[config.mk]
export PLATFORM = sky130hd
export DESIGN_NAME = mel_log_compress
export DESIGN_NICKNAME = d
export VERILOG_FILES = /design/src/rtl/mel_log_compress.sv
export SDC_FILE = /design/constraint.sdc
export NUM_CORES = 1
export LEC_CHECK = 0
export CAP_MARGIN = 30
export CORE_AREA = 2 2 336 338
export DETAILED_ROUTE_END_ITERATION = 7
export DIE_AREA = 0 0 338 340
export PLACE_DENSITY = 0.64
export SETUP_SLACK_MARGIN = 0.05
export SLEW_MARGIN = 20
export SYNTH_ARGS = -nofsm -noshare
export SYNTH_HDL_FRONTEND = slang
export SYNTH_SLANG_ARGS = --single-unit
[constraint.sdc]
create_clock -name clk_in -period 55 [get_ports clk_in]
set_input_delay 8.25 -clock clk_in [delete_from_list [all_inputs] [get_ports clk_in]]
set_output_delay 8.25 -clock clk_in [all_outputs]
set_load 0.01 [all_outputs]
[src/rtl/mel_log_compress.sv]
// mel_log_compress: takes one frame of mel filterbank energies in a single
// valid/ready transfer, buffers it, and emits one Q5.11 log2 value per filter
// as a valid/ready/last stream. log2 uses Mitchell's approximation: the
// leading-one position is the integer part, and the bits below it,
// left-aligned, are the fraction.
//
// Handshake semantics (both ports): a transfer happens on a rising edge where
// valid and ready are both high. A producer holding valid keeps its payload
// stable until the transfer. Reset dominates every handshake in the same cycle.
module mel_log_compress #(
  parameter int NUM_FILTERS = 26,
  parameter int DATA_WIDTH  = 32,
  parameter int INT_BITS    = 5,   // must equal $clog2(DATA_WIDTH)
  parameter int FRAC_BITS   = 11   // must not exceed DATA_WIDTH
) (
  input  logic                          clk_in,
  input  logic                          rst_in,
  input  logic [DATA_WIDTH-1:0]         filtered_data_in [NUM_FILTERS],
  input  logic                          filtered_valid_in,
  output logic                          filtered_ready_out,
  output logic [INT_BITS+FRAC_BITS-1:0] log_data_out,
  output logic                          log_valid_out,
  output logic                          log_last_out,
  input  logic                          log_ready_in,
  output logic [1:0]                    dbg_state_out
);

  localparam int IDX_W = (NUM_FILTERS > 1) ? $clog2(NUM_FILTERS) : 1;
  localparam int SHW   = INT_BITS + 1;
  localparam int OUT_W = INT_BITS + FRAC_BITS;
  localparam logic [IDX_W-1:0] LAST_IDX = IDX_W'(NUM_FILTERS - 1);

  typedef enum logic [1:0] {
    S_IDLE = 2'd0,
    S_EMIT = 2'd1
  } state_t;

  state_t                r_state;
  state_t                w_next_state;
  logic [DATA_WIDTH-1:0] r_buf [NUM_FILTERS];
  logic [IDX_W-1:0]      r_idx;
  logic [IDX_W-1:0]      w_next_idx;
  logic                  r_ready;
  logic                  r_valid;
  logic                  r_last;
  logic [OUT_W-1:0]      r_data;

  logic                  w_accept;
  logic                  w_hs;
  logic                  w_frame_done;
  logic [DATA_WIDTH-1:0] w_src;
  logic [INT_BITS-1:0]   w_p;
  logic [SHW-1:0]        w_shamt;
  logic [FRAC_BITS-1:0]  w_frac;
  logic [OUT_W-1:0]      w_log;

  // Handshake qualifiers and the index of the word that will be loaded next.
  always_comb begin
    w_accept     = (r_state == S_IDLE) && filtered_valid_in && r_ready;
    w_hs         = (r_state == S_EMIT) && r_valid && log_ready_in;
    w_frame_done = w_hs && (r_idx == LAST_IDX);
    w_next_idx   = (r_idx == LAST_IDX) ? '0 : r_idx + 1'b1;
  end

  // Single log2 datapath: in IDLE it sees input word 0, in EMIT the next
  // buffered word, so only one priority encoder is needed.
  always_comb begin
    w_src = (r_state == S_IDLE) ? filtered_data_in[0] : r_buf[w_next_idx];
  end

  // Priority encoder: position of the most significant 1 (0 for x == 0 or 1).
  always_comb begin
    w_p = '0;
    for (int i = 0; i < DATA_WIDTH; i++) begin
      if (w_src[i]) w_p = INT_BITS'(i);
    end
  end

  // Fraction: shift the leading one out of the top, keep the top FRAC_BITS.
  // Short mantissas are zero-padded, long ones truncated, no rounding.
  always_comb begin
    w_shamt = SHW'(DATA_WIDTH) - SHW'(w_p);
    w_frac  = FRAC_BITS'((w_src << w_shamt) >> (DATA_WIDTH - FRAC_BITS));
    w_log   = {w_p, w_frac};
  end

  // FSM state register.
  always_ff @(posedge clk_in) begin
    if (rst_in) r_state <= S_IDLE;
    else        r_state <= w_next_state;
  end

  // FSM next-state logic.
  always_comb begin
    w_next_state = r_state;
    case (r_state)
      S_IDLE:  if (w_accept)     w_next_state = S_EMIT;
      S_EMIT:  if (w_frame_done) w_next_state = S_IDLE;
      default: w_next_state = S_IDLE;
    endcase
  end

  // Frame buffer: captured on accept, untouched while emitting so upstream
  // changes during EMIT are ignored. No reset needed; it is always written
  // before it is read.
  always_ff @(posedge clk_in) begin
    if (!rst_in && w_accept) r_buf <= filtered_data_in;
  end

  // Registered stream outputs, index counter and upstream ready.
  always_ff @(posedge clk_in) begin
    if (rst_in) begin
      r_ready <= 1'b0;
      r_valid <= 1'b0;
      r_last  <= 1'b0;
      r_data  <= '0;
      r_idx   <= '0;
    end else begin
      // Ready tracks the state being entered, so it is high exactly in IDLE
      // (and rises on the first edge after reset).
      r_ready <= (w_next_state == S_IDLE);
      if (w_accept) begin
        r_data  <= w_log;
        r_valid <= 1'b1;
        r_last  <= (NUM_FILTERS == 1);
        r_idx   <= '0;
      end else if (w_frame_done) begin
        r_valid <= 1'b0;
        r_last  <= 1'b0;
        r_idx   <= '0;
      end else if (w_hs) begin
        r_idx   <= w_next_idx;
        r_data  <= w_log;
        r_last  <= (w_next_idx == LAST_IDX);
      end
    end
  end

  // FSM output logic: ports are driven straight from registers.
  always_comb begin
    filtered_ready_out = r_ready;
    log_data_out       = r_data;
    log_valid_out      = r_valid;
    log_last_out       = r_last;
    dbg_state_out      = r_state;
  end

endmodule

==> reports/qor.csv, run 1 <==
stage;metric;value;unit
run_status;status;finished, final reports clean;
routing;postRouteAntennaNets;0;
yosys;synth_edf_count;832;
place;dpl.hpwl;114;mm
finish;n_fill_cell;9982;
routing;drcViolationCount;0;
yosys;ys_warn_count;0;
sta;max_slew_margin;29.6;%
floorplan;start_util;32.8;%
worst_setup_path;worst_setup_path_start_kind;input pin;
global_routing;grt_max_degree;83;
finish;drive_above_1_share;10.7;%
global_routing;grt_pass1_vias;26600;
place;place.gp.congestion;0.875;
worst_setup_path;reg2reg_depth;25;
yosys;ys_seq_elements;858;
power_and_ir_drop;power_frac_seq;49.0;%
floorplan;dieArea;115000;µm²
finish;area_delta_synth_final;37.1;%
min_path;hp-start;log_last_out$_SDFFE_PP0P_;
yosys;synth_area;36600;µm²
yosys;synth_nets;3330;
power_and_ir_drop;power_density;29.9;nW/µm²
clocking;postCtsSetupBuffers;0;
sta;finalHoldViolCount;0;
sta;holdWs;0.469;ns
global_routing;grt_usage;26.3;%
clocking;h-tree-depth;3;
floorplan;fp.dieW;338;µm
yosys;synth_top_cell_area_share;68.2;%
floorplan;rows;123;
global_routing;grt_use_met1;34.4;%
power_and_ir_drop;p_clk_share;42.7;%
job;maxCapViolations;0;
worst_setup_path;reg2reg_slack;45.72;ns
routing;dr.first_iter.drc_count;3087;
power_and_ir_drop;ir_drop;0.0233;mV
clocking;cts-resized-gates;0;
sta;timing.fmax;76.3;MHz
routing;routed_wl;156;mm
yosys;yosysUniqueCellTypes;97;
power_and_ir_drop;leakage;16.1;nW
power_and_ir_drop;p_int;1.17;mW
sta;fin_setup_tns;0;ns
place;io_buffers;856;
yosys;ys.flop_type;edfxtp_1;
global_routing;antenna_found_initial;55;
min_path;hold_class;register to register;
worst_setup_path;required;55.58;ns
clocking;hold_buffers;0;
yosys;synth_top_area_cell;edfxtp_1;
routing;wl_per_cell;31.5;µm
sta;fin_crit_sh;23.8;%
sta;rsz0062_at_grt;no;
clocking;clock_latency;0.69;ns
min_path;holdPathStages;2;
routing;vias;26900;
worst_setup_path;rr_endpoint;log_data_out[9]$_SDFFE_PP0P_;
yosys;synthCells;2490;
routing;drt_first_pass_iters;6;
yosys;synthTopCellsByArea;edfxtp_1 68%, mux2i_1 4.3%, mux2_2 2.2%;
clocking;cts.sinks;858;
sta;worst_pin_slew;1.05;ns
global_routing;use_met2;43.2;%
worst_setup_path;reg2reg_from;r_idx[0]$_SDFFE_PP0P_;
clocking;path_clk_slew;0.06;ns
power_and_ir_drop;power_switching;325;µW
routing;vias_per_cell;5.43;
power_and_ir_drop;swShare;21.7;%
clocking;max-clock-path-buffers;3;
clocking;root_buffer;clkbuf_16;
power_and_ir_drop;p_comb_share;8.3;%
worst_setup_path;cp.arrival;13.68;ns
worst_setup_path;worst-path-max-fanout;16;
worst_setup_path;end_kind;register;
floorplan;die_y;340;µm
sta;slew_violations;0;
clocking;cts_buffers;95;
clocking;tritoncts;done;
floorplan;core-area;112000;µm²
yosys;syn_area_per_cell;14.7;µm²
sta;setup_viol;0;
worst_setup_path;crit_chain;clkdlybuf4s50_1, o22ai_1, a21oi_1, nand3_1, o2111ai_1, o221ai_2, nand2_1, nor3_1, o21ai_0, a41oi_1, o211a_1, ha_1, and3_4, a21oi_4, nor2_2, mux2_4, o21a_1, mux4_2, a311oi_1;
worst_setup_path;slowest_stage;clkdlybuf4s50_1;
sta;fin_crit;13.10;ns
global_routing;top_usage_layer;met2;
worst_setup_path;cp_top_family;compound AO/OA/AOI/OAI gates;
worst_setup_path;path_class;input pin to register;
floorplan;ios;857;
global_routing;grt_pass1_wl;210;mm
worst_setup_path;slowest_delay;0.68;ns
global_routing;use_met3;5.88;%
finish;nets;4189;
global_routing;grt-ovfl-total;0;
sta;fin_skew;0.0252;ns
yosys;synth-async-reset-ratio;0;%
yosys;synth-seq-area-share;69.6;%
worst_setup_path;crit_buf_inv;1;
min_path;hold_path_end;log_last_out$_SDFFE_PP0P_;
[worst reg2reg max path, cell delays in order (launching register included)]
cell	delay (ns)
dfxtp_4	0.73
buf_4	0.65
inv_4	0.39
ha_4	0.54
inv_2	0.22
buf_4	0.32
nor2_4	0.18
buf_4	0.60
buf_4	0.64
nand2_1	0.29
a31oi_1	0.42
o221a_2	0.32
o211ai_2	0.26
nand2_1	0.26
a211oi_1	0.08
a31oi_1	0.19
a41oi_1	0.22
o211a_1	0.36
ha_1	0.29
nand3_1	0.18
nor3_2	0.12
nor2_2	0.64
mux2_4	0.36
o21a_1	0.17
mux4_2	0.49
a311oi_1	0.28
[through the flow]
| step | power [mW] | utilization, % | setup WS [ns] | instances | area (µm²) |
|---|---|---|---|---|---|
| floorplan | 0.803 | - | 10.05 | 2490 | 36600 |
| global placement | 0.870 | 41.9 | 41.04 | 4736 | 46800 |
| detailed placement | 0.871 | 42.0 | 41.07 | 4745 | 46900 |
| CTS | 1.51 | 44.8 | 41.80 | 4912 | 50000 |
| global route | 1.54 | 45.0 | 41.71 | 4954 | 50200 |
| finish | 1.50 | 45.0 | 41.90 | 4962 | 50200 |
[cells in the final DEF (no fill, tap or decap), drive strengths merged, types with 41 or more instances in the layout]
| cell type | Yosys | final |
|---|---|---|
| o221ai | 42 | 42 |
| nor3 | 41 | 41 |
| clkdlybuf4s50 | 0 | 856 |
| nor2 | 65 | 65 |
| clkbuf | 46 | 118 |
| mux2 | 75 | 75 |
| a211oi | 50 | 50 |
| o21ai | 160 | 160 |
| buf | 134 | 85 |
| edfxtp | 832 | 832 |
| a21oi | 154 | 154 |
| mux2i | 157 | 157 |
| nand3 | 89 | 89 |
| nor2b | 54 | 54 |
| diode | 0 | 43 |
| nand2 | 179 | 179 |
[flip-flops by register name, summed over array words and instances, names as in the netlist]
| signal | count |
|---|---|
| dbg_state_out | 2 |
| log_valid_out | 1 |
| log_data_out | 16 |
| r_buf | 832 |
| r_idx | 5 |
| filtered_ready_out | 1 |
| log_last_out | 1 |
[synthesized netlist by cell type (7+ instances only)]
| cell type | n |
|---|---|
| mux4_2 | 10 |
| buf_6 | 12 |
| inv_1 | 7 |
| buf_2 | 91 |
| a311o_1 | 10 |
| o221ai_2 | 11 |
| nand3_1 | 89 |
| buf_4 | 27 |
| o21a_1 | 17 |
| dfxtp_1 | 26 |
| edfxtp_1 | 832 |
| o22ai_1 | 23 |
| o211ai_1 | 28 |
| nand2_1 | 176 |
| a32oi_1 | 7 |
| nor2_1 | 59 |
| and2_1 | 11 |
| a211o_1 | 14 |
| a21oi_1 | 153 |
| o32a_1 | 10 |
| a31oi_1 | 14 |
| o2111ai_1 | 24 |
| or3_1 | 18 |
| mux2_2 | 73 |
| o221ai_1 | 30 |
| mux2i_1 | 157 |
| o21ai_1 | 14 |
| a211oi_1 | 49 |
| a221oi_1 | 33 |
| clkbuf_1 | 46 |
| o21ai_0 | 145 |
| nor3_1 | 37 |
| a22oi_1 | 26 |
| and3_1 | 12 |
| a2111oi_0 | 10 |
| o31ai_1 | 7 |
| nand4_1 | 8 |
| nor2b_1 | 54 |
| a311oi_1 | 9 |
[layer usage]
metal / share of wire, % / vias to the layer above
met2: 49 / 1372
met1: 40 / 13600
met3: 8.5 / 211
li1: - / 11700
met4: 2.4 / 22
met5: 0.092 / -
[worst max-delay path by stage]
stage                                     start                            to  slack (ns)  cells past startpoint
after detailed placement                 rst_in          r_buf[372]$_DFFE_PP_       41.07                      6
after global placement                   rst_in          r_buf[100]$_DFFE_PP_       41.04                      6
after CTS                                rst_in          r_buf[527]$_DFFE_PP_       41.80                      6
final                     filtered_data_in[822]  log_data_out[9]$_SDFFE_PP0P_       41.90                     19
after floorplan                          rst_in            r_buf[0]$_DFFE_PP_       10.05                      2
after global routing      filtered_data_in[822]  log_data_out[6]$_SDFFE_PP0P_       41.71                     19
[kinds of logic (layout without fill, tap and decap cells)]
kind of cell	Yosys count	after routing	synth area share, %
buffers and inverters	191	1120	2.79
and+or+nand+nor	503	503	6.88
other	1	44	0.0102
muxes	242	242	7.22
DFF	858	858	69.6
adders and majority gates	4	4	0.137
xor gates and xnor gates	7	7	0.239
AOI/OAI and AO/OA	684	684	13.1
[power groups by stage]
stage	Clock [mW]	Sequential, mW	Combinational, mW
4_1_cts	0.651	0.735	0.123
3_3_place_gp	0	0.749	0.121
3_5_place_dp	0	0.749	0.122
2_1_floorplan	0	0.766	0.0366
5_1_grt	0.675	0.736	0.130
6_report	0.641	0.735	0.124
[layout make-up]
type	instances	area (µm²)	share of cell area, %
antenna	43	108	0.214
clock buffer	118	2530	5.03
clock inverter	49	543	1.08
inverter	11	43.8	0.0872
multi-input combinational	1441	10300	20.4
sequential	858	25500	50.8
tap	1500	1880	3.74
timing repair buffer	942	9390	18.7
Power figures use the tool's default switching activity.
==> run 2, diff against run 1 <==
clock period = 13.7 ns   (was 55 ns; I/O delays follow)
==> run 2 against run 1 <==
- power increased to 4.0 times the previous value
- worst hold slack worse by 0.0067 ns
- global-route usage hardly changed
- sequential share of layout area is 0.34 points higher
- routed wire length decreased by 0.30%
- largest power group unchanged
- register-to-register slack lost 42 ns
- critical endpoint unchanged
- clock power increased to 3.9 times the previous value
- highest routed layer unchanged
- via count decreased by 0.84%
- count of clock-buffer cells in the layout fell by 12
- setup slack got worse by 38 ns
- critical path type is now register to register
- sequential power rose to 4.0 times the previous value
==> reports/qor.csv, run 2 (synthesized netlist as in run 1, its figures left out) <==
stage;metric;value;unit;change
finish;layout_common_cells;856 x clkdlybuf4s50_1, 832 x edfxtp_1, 175 x nand2_1, 157 x mux2i_1, 153 x a21oi_1;;unchanged
routing;wl_per_cell;31.6;µm;was 31.5 µm
routing;drcViolationCount;0;;unchanged
clocking;clock_latency;0.71;ns;was 0.69 ns
floorplan;core-area;112000;µm²;unchanged
global_routing;antenna_found_initial;50;;was 55
worst_setup_path;cp.arrival;10.62;ns;was 13.68 ns
routing;routed_wl;156;mm;about the same
floorplan;fp.dieW;338;µm;unchanged
clocking;tritoncts;done;;unchanged
sta;timing.fmax;99.5;MHz;
floorplan;rows;123;;unchanged
worst_setup_path;path_class;register to register;;was input pin to register
finish;n_fill_cell;10000;;was 9,982
routing;postRouteAntennaNets;0;;unchanged
worst_setup_path;required;14.27;ns;was 55.58 ns
routing;vias_per_cell;5.41;;was 5.43
clocking;postCtsSetupBuffers;0;;unchanged
global_routing;grt_max_degree;184;;was 83
sta;rsz0062_at_grt;no;;unchanged
run_status;status;finished, final reports clean;;unchanged
sta;slew_violations;0;;unchanged
routing;vias;26700;;was 26,900
sta;fin_crit_sh;73.3;%;
power_and_ir_drop;power_density;119;nW/µm²;was 29.9 nW/µm²
job;maxCapViolations;0;;unchanged
sta;max_slew_margin;19.0;%;was 29.6%
clocking;h-tree-depth;3;;unchanged
global_routing;grt-ovfl-total;0;;unchanged
finish;multi_input_area;10200;µm²;was 10,300 µm²
worst_setup_path;worst_setup_path_start_kind;register;;was input pin
clocking;cts.sinks;858;;unchanged
floorplan;die_y;340;µm;unchanged
finish;regArea;25500;µm²;unchanged
routing;dr.first_iter.drc_count;3006;;was 3,087
sta;setup_viol;0;;unchanged
worst_setup_path;end_kind;register;;unchanged
finish;nets;4163;;was 4,189
finish;area_delta_synth_final;36.2;%;was 37.1%
sta;worst_pin_slew;1.22;ns;was 1.05 ns
clocking;root_buffer;clkbuf_16;;unchanged
sta;fin_skew;0.0537;ns;was 0.0252 ns
finish;drive_above_1_share;10.3;%;was 10.7%
finish;final_common_cell;clkdlybuf4s50_1;;unchanged
place;place.gp.congestion;0.881;;was 0.875
sta;finalHoldViolCount;0;;unchanged
place;io_buffers;856;;unchanged
place;dpl.hpwl;115;mm;was 114 mm
global_routing;grt_usage;26.3;%;about the same
sta;fin_setup_tns;0;ns;unchanged
floorplan;start_util;32.8;%;unchanged
power_and_ir_drop;ir_drop;0.0890;mV;was 0.0233 mV
finish;largest_reg_flops;832;;unchanged
global_routing;grt_pass1_wl;210;mm;about the same
clocking;path_clk_slew;0.06;ns;about the same
clocking;cts-resized-gates;0;;unchanged
min_path;hold_class;register to register;;unchanged
clocking;cts_buffers;94;;was 95
worst_setup_path;worst-path-max-fanout;62;;was 16
routing;drt_first_pass_iters;6;;unchanged
finish;finalNonFillerCells;4935;;was 4,962
finish;largest_register;r_buf;;unchanged
sta;fin_crit;10.05;ns;
floorplan;dieArea;115000;µm²;unchanged
clocking;hold_buffers;0;;unchanged
global_routing;grt_pass1_vias;26500;;was 26,600
place;place_inst;4725;;was 4,745
floorplan;ios;857;;unchanged
clocking;max-clock-path-buffers;3;;unchanged
power_and_ir_drop;leakage;15.9;nW;was 16.1 nW
==> run 2: where the power goes <==
part           internal, mW  switching [mW]
Combinational         0.284           0.211
Sequential             2.93          0.0173
Clock                  1.39            1.13
Total                  4.61            1.35
==> run 2: final timing paths <==
kind / endpoint / start / cells past startpoint / slack, ns
hold / removal: log_last_out$_SDFFE_PP0P_ / log_last_out$_SDFFE_PP0P_ / 2 / 0.46
hold reg to reg: log_last_out$_SDFFE_PP0P_ / log_last_out$_SDFFE_PP0P_ / 2 / 0.46
setup / recovery: log_data_out[9]$_SDFFE_PP0P_ / r_idx[0]$_SDFFE_PP0P_ / 22 / 3.65
setup reg to reg: log_data_out[9]$_SDFFE_PP0P_ / r_idx[0]$_SDFFE_PP0P_ / 22 / 3.65
==> run 2: area by class of cell <==
type,count,area share (%)
flip-flops and latches,858,51.1
repair buffers,917,18.3
clock buffers,106,4.80
diodes,34,0.170
inverters,11,0.0877
well taps,1500,3.76
clock inverters,68,1.29
multi-input cells,1441,20.5
==> run 2: per-layer routing <==
metal,up-vias,global-route usage (%),routed length [µm]
li1,11700,-,-
met1,13400,33.7,62200
met2,1347,44.2,77100
met3,226,5.87,12400
met4,28,7.96,4170
met5,-,0,178
==> run 2: worst max-delay path, cell delays in order (launching register included) <==
cell       delay [ns]
dfxtp_4          0.63
ha_1             0.48
nand4b_4         0.17
buf_4            0.57
buf_4            0.71
a21oi_1          0.40
nand2_4          0.46
buf_4            0.59
o2111ai_1        0.51
o221ai_1         0.99
o21ai_0          0.36
a21oi_1          0.38
o21ai_1          0.14
o221ai_4         0.17
buf_4            0.55
ha_1             0.37
and3_4           0.25
a21oi_4          0.09
nor2_2           0.66
mux2_4           0.36
o21a_1           0.16
mux4_2           0.50
a311oi_1         0.26
==> run 2: metrics by stage <==
stage / power (mW) / cell area (µm²) / utilization [%] / hold WS (ns) / setup WS (ns)
6_report: 5.96 / 49900 / 44.7 / 0.462 / 3.65
2_1_floorplan: 3.17 / 36700 / - / 0.474 / -1.19
4_1_cts: 6.01 / 49800 / 44.6 / 0.463 / 3.66
3_5_place_dp: 3.50 / 46700 / 41.9 / 0.455 / 3.69
3_3_place_gp: 3.50 / 46700 / 41.8 / 0.449 / 3.65
5_1_grt: 6.14 / 49900 / 44.7 / 0.479 / 3.39
